--- src/rtl/bin2bcd_seq_if.sv ---
// bin2bcd_seq_if: request/result bundle between a producer (the multiplier
// side, master) and the binary-to-BCD converter (slave).
interface bin2bcd_seq_if #(
    parameter int DW_2 = 16,
    parameter int NDIG = 5
);
    logic                start;
    logic [DW_2-1:0]     bin_in;
    logic                busy;
    logic                valid;
    logic [4*NDIG-1:0]   bcd;
    logic                neg;

    modport master (
        output start, bin_in,
        input  busy, valid, bcd, neg
    );

    modport slave (
        input  start, bin_in,
        output busy, valid, bcd, neg
    );
endinterface

--- src/rtl/bin2bcd_seq.sv ---
// bin2bcd_seq: sequential double-dabble binary-to-packed-BCD converter.
// A rising edge on start captures bin_in; one bit is shifted per clock,
// so a DW_2-bit value takes DW_2 iterations. bcd/neg hold the last result
// and update only on the edge that raises valid.
// Optional feature macro: SIGNED_IN_EN (two's-complement input, sign on neg).

// Per-digit shift-and-add-3 correction. Digits never carry into each other.
module bin2bcd_add3 (
    input  logic [3:0] i_dig,
    output logic [3:0] o_dig
);
    assign o_dig = (i_dig >= 4'd5) ? (i_dig + 4'd3) : i_dig;
endmodule

module bin2bcd_seq #(
    parameter int DW_2 = 16,
    parameter int NDIG = 5,
    parameter int CNTW = $clog2(DW_2) + 1
) (
    input  logic             clk,
    input  logic             rst,
    bin2bcd_seq_if.slave     bus
);

    typedef enum logic [1:0] {
        S_IDLE  = 2'd0,
        S_SHIFT = 2'd1,
        S_DONE  = 2'd2
    } state_t;

    localparam logic [CNTW-1:0] LAST_IT = CNTW'(DW_2 - 1);

    state_t                r_state;
    state_t                w_state_nxt;
    logic                  r_start_d;
    logic [DW_2-1:0]       r_shreg;
    logic [4*NDIG-1:0]     r_scr;
    logic [CNTW-1:0]       r_cnt;
    logic [4*NDIG-1:0]     r_bcd;

    logic                  w_trig;
    logic                  w_last;
    logic                  w_busy;
    logic                  w_valid;
    logic [DW_2-1:0]       w_mag;
    logic [4*NDIG-1:0]     w_adj;
    logic [4*NDIG-1:0]     w_scr_nxt;

    // Only a rising edge of the start level requests a conversion.
    assign w_trig = bus.start & ~r_start_d;
    assign w_last = (r_cnt == LAST_IT);

`ifdef SIGNED_IN_EN
    logic r_sign;
    logic r_neg;
    logic w_sign_in;

    // Negating the most-negative value wraps to 2^(DW_2-1), which is the
    // exact magnitude when the shift register is read as unsigned.
    assign w_sign_in = bus.bin_in[DW_2-1];
    assign w_mag     = w_sign_in ? (~bus.bin_in + DW_2'(1)) : bus.bin_in;
    assign bus.neg   = r_neg;

    // Sign is latched at capture and published alongside the BCD result.
    always_ff @(posedge clk) begin
        if (rst) begin
            r_sign <= 1'b0;
            r_neg  <= 1'b0;
        end else begin
            if (r_state == S_IDLE && w_trig)
                r_sign <= w_sign_in;
            if (r_state == S_SHIFT && w_last)
                r_neg <= r_sign;
        end
    end
`else
    assign w_mag   = bus.bin_in;
    assign bus.neg = 1'b0;
`endif

    // Add-3 correction on every scratch digit in parallel.
    for (genvar g = 0; g < NDIG; g++) begin : g_dig
        bin2bcd_add3 u_add3 (
            .i_dig (r_scr[4*g +: 4]),
            .o_dig (w_adj[4*g +: 4])
        );
    end

    // Corrected scratch shifted left; shreg MSB enters, top bit falls off.
    assign w_scr_nxt = {w_adj[4*NDIG-2:0], r_shreg[DW_2-1]};

    // State register.
    always_ff @(posedge clk) begin
        if (rst)
            r_state <= S_IDLE;
        else
            r_state <= w_state_nxt;
    end

    // Next-state and status outputs.
    always_comb begin
        w_state_nxt = r_state;
        w_busy      = 1'b0;
        w_valid     = 1'b0;
        case (r_state)
            S_IDLE: begin
                if (w_trig)
                    w_state_nxt = S_SHIFT;
            end
            S_SHIFT: begin
                w_busy = 1'b1;
                if (w_last)
                    w_state_nxt = S_DONE;
            end
            S_DONE: begin
                w_busy      = 1'b1;
                w_valid     = 1'b1;
                w_state_nxt = S_IDLE;
            end
            default: w_state_nxt = S_IDLE;
        endcase
    end

    // Datapath: capture, iterate, and publish the result on the last step.
    always_ff @(posedge clk) begin
        if (rst) begin
            r_start_d <= 1'b0;
            r_shreg   <= '0;
            r_scr     <= '0;
            r_cnt     <= '0;
            r_bcd     <= '0;
        end else begin
            r_start_d <= bus.start;
            case (r_state)
                S_IDLE: begin
                    if (w_trig) begin
                        r_shreg <= w_mag;
                        r_scr   <= '0;
                        r_cnt   <= '0;
                    end
                end
                S_SHIFT: begin
                    r_scr   <= w_scr_nxt;
                    r_shreg <= {r_shreg[DW_2-2:0], 1'b0};
                    r_cnt   <= r_cnt + CNTW'(1);
                    if (w_last)
                        r_bcd <= w_scr_nxt;
                end
                default: ;
            endcase
        end
    end

    assign bus.busy  = w_busy;
    assign bus.valid = w_valid;
    assign bus.bcd   = r_bcd;

endmodule

--- src/flat_wrapper.sv ---
// flat-port wrapper written by rule: the top's interface ports become plain ports
module bin2bcd_seq_flat 
#(
    parameter int DW_2 = 16,
    parameter int NDIG = 5,
    parameter int CNTW = $clog2(DW_2) + 1
)
  (clk, rst, bus_start, bus_bin_in, bus_busy, bus_valid, bus_bcd, bus_neg);
  bin2bcd_seq_if #(.DW_2(DW_2), .NDIG(NDIG)) bus_i ();
  input  logic clk;
  input  logic rst;
  input wire logic [$bits(bus_i.start)-1:0] bus_start;
  input wire logic [$bits(bus_i.bin_in)-1:0] bus_bin_in;
  output wire logic [$bits(bus_i.busy)-1:0] bus_busy;
  output wire logic [$bits(bus_i.valid)-1:0] bus_valid;
  output wire logic [$bits(bus_i.bcd)-1:0] bus_bcd;
  output wire logic [$bits(bus_i.neg)-1:0] bus_neg;
  assign bus_i.start = bus_start;
  assign bus_i.bin_in = bus_bin_in;
  assign bus_busy = bus_i.busy;
  assign bus_valid = bus_i.valid;
  assign bus_bcd = bus_i.bcd;
  assign bus_neg = bus_i.neg;
  bin2bcd_seq #(.DW_2(DW_2), .NDIG(NDIG), .CNTW(CNTW)) u_core (.clk(clk), .rst(rst), .bus(bus_i));
endmodule
--- config.mk ---
export PLATFORM = sky130hd
export DESIGN_NAME = bin2bcd_seq_flat
export DESIGN_NICKNAME = d
export VERILOG_FILES = /design/src/rtl/bin2bcd_seq_if.sv /design/src/rtl/bin2bcd_seq.sv /design/src/flat_wrapper.sv
export SDC_FILE = /design/constraint.sdc
export NUM_CORES = 1
export LEC_CHECK = 0
export CAP_MARGIN = 20
export CORE_ASPECT_RATIO = 0.75
export CORE_MARGIN = 2
export CORE_UTILIZATION = 52
export CTS_BUF_LIST = sky130_fd_sc_hd__clkbuf_4 sky130_fd_sc_hd__clkbuf_8
export DETAILED_ROUTE_END_ITERATION = 16
export PLACE_DENSITY = 0.84
export SYNTH_ARGS = -nofsm -noshare
export SYNTH_HDL_FRONTEND = slang
export SYNTH_HIERARCHICAL = 1
export SYNTH_SLANG_ARGS = --single-unit
--- constraint.sdc ---
create_clock -name clk -period 2.15 [get_ports clk]
set_clock_uncertainty 0.1 [all_clocks]
set_input_delay 0.43 -clock clk [delete_from_list [all_inputs] [get_ports clk]]
set_output_delay 0.43 -clock clk [all_outputs]
set_load 0.005 [all_outputs]
==> impl_metrics.yaml <==
clocking:
  cts.htree.levels: 3
  tritoncts: "done"
  cts_setup_buffers: 0
  holdBufCountCts: 0
  clkTransAtPathRegs_ns: 0.07
  cts-root-buf: "clkbuf_8"
  clk_latency_ns: 0.34
  clock_path_buffers: 2
  clock_sinks: 64
  cts_resized: 0
  numCtsBuffers: 9
floorplan:
  start_util_pct: 52.9
  die_area_sq_um: 6960
  die_w_um: 95.7
  num_io_pins: 42
  rows: 25
  die_h_um: 72.8
  core-area_sq_um: 6190
global_routing:
  grt_pass1_wl_mm: 12.6
  grt_overflow: 0
  grt_antenna_before_repair: 0
  grt_max_degree: 45
  track_usage_pct: 23.2
  grt_pass1_vias: 2725
detailed_routing:
  drc: 0
  routed_via_density: 5.76
  firstDrtPassIters: 4
  via_count: 2921
  wl_per_cell_um: 14.6
  ant_nets: 0
  wl_mm: 7.42
  drtIter0Drc: 164
min_path:
  hold_class: "reg2reg"
final_layout:
  multi_input_area_sq_um: 1790
  layout.nets: 456
  area_growth_pct: 21.6
  n_antenna_cell: 0
  num-fill-cells: 500
  drive_gt1_share_pct: 12.2
  regArea_sq_um: 1280
  design_area_sq_um: 3990
  postLayoutCoreUtil_pct: 64.3
  fin_cells: 507
run_status:
  outcome: "finished clean"
placement:
  dp_cells: 491
  io_buffers: 40
  place_area_sq_um: 3730
  gp_congestion: 0.848
  dpl.hpwl_mm: 4.95
sta:
  max_freq_mhz: 485
  setup_viol: 0
  fin_crit_sh_pct: 95.9
  final_max_slew_viol_count: 0
  period_minus_slack_ns: 2.06
  rsz0062_at_grt: "true"
  hold_slack_ns: 0.353
  finalHoldViolCount: 0
synthesis:
  synthesis.area_sq_um: 3280
  syn_nets: 423
  syn_area_per_cell_sq_um: 8.45
  postSynthCellCount: 388
  yosys_warnings: 6
power_and_ir_drop:
  irDropWorstVdd_uv: 437
  powerDensity_nw_per_um2: 883
  p_leak_nw: 1.40
critical_path:
  path_class: "reg2out"
  crit_fanout: 3
  crit_required_ns: 1.62
  arrival_ns: 1.53
  cp-start-kind: "flop"
  worstSetupEndpointType: "output pin"
run:
  maxCapViolCount: 0
==> metal layers <==
metal  vias up  GRT usage, %  wire, um
met1      1389          29.7      3380
met2        89          36.6      3470
met4         0          8.41       140
met3        16          7.54       423
met5         -             0         0
li1       1427             -         -
==> final timing paths <==
check	from	to	slack (ns)	depth (start not counted)
worst max register to register	u_core/r_state[0]	u_core/r_shreg[15]	0.12	5
worst min-delay path	u_core/bus.bcd[18]	u_core/bus.bcd[18]	0.35	2
worst min register to register	u_core/bus.bcd[18]	u_core/bus.bcd[18]	0.35	2
worst max-delay path	u_core/r_state[0]	bus_busy	0.09	3
==> critical path, stage by stage (launching register included) <==
cell and delay [ns]:
dfxtp_2 0.34, inv_1 0.07, ha_1 0.28, clkdlybuf4s50_1 0.50
==> where the power goes <==
group          leakage (nW)  internal [mW]  switching (mW)
logic                 0.755          0.341           0.542
clock network         0.126          0.831           0.466
registers             0.520           1.28          0.0589
total                  1.40           2.45            1.07
==> per-stage QoR <==
step	setup TNS, ns	setup WS [ns]	power, mW
global route	-0.00904	-0.00904	3.68
global placement	0	0.201	2.19
floorplan	0	0.553	2.02
detailed placement	0	0.178	2.23
finish	0	0.0883	3.52
CTS	0	0.0247	3.54
==> cell type report <==
cell class,count,area share [%]
Multi-Input combinational cell,278,44.8
Timing Repair Buffer,53,12.7
Inverter,15,1.41
Tap cell,81,2.54
Sequential cell,64,32.2
Clock inverter,5,2.57
Clock buffer,11,3.80
==> layout by cell type (no fill, tap or decap), drive strengths merged <==
| master | instances |
|---|---|
| and2 | 1 |
| and3 | 1 |
| nand4 | 1 |
| a2bb2oi | 1 |
| o211ai | 22 |
| clkinvlp | 1 |
| clkdlybuf4s50 | 39 |
| a211o | 4 |
| inv | 15 |
| ha | 16 |
| conb | 1 |
| bufinv | 3 |
| nand3 | 27 |
| a211oi | 16 |
| nor2 | 5 |
| a31oi | 2 |
| a21oi | 50 |
| xnor2 | 5 |
| nand2b | 13 |
| nor3 | 15 |
| nor2b | 3 |
| o21ai | 9 |
| and3b | 1 |
| clkinv | 1 |
| nand3b | 2 |
| clkbuf | 11 |
| nand2 | 62 |
| mux2i | 21 |
| buf | 14 |
| dfxtp | 64 |
==> registers in the layout (all words and copies together), names as in the netlist <==
register          cells
u_core/r_shreg       16
u_core/r_state        2
u_core/r_cnt          5
u_core/r_scr         20
u_core/bus.bcd       20
u_core/r_start_d      1
No activity file was read; power rests on OpenSTA's default activity.
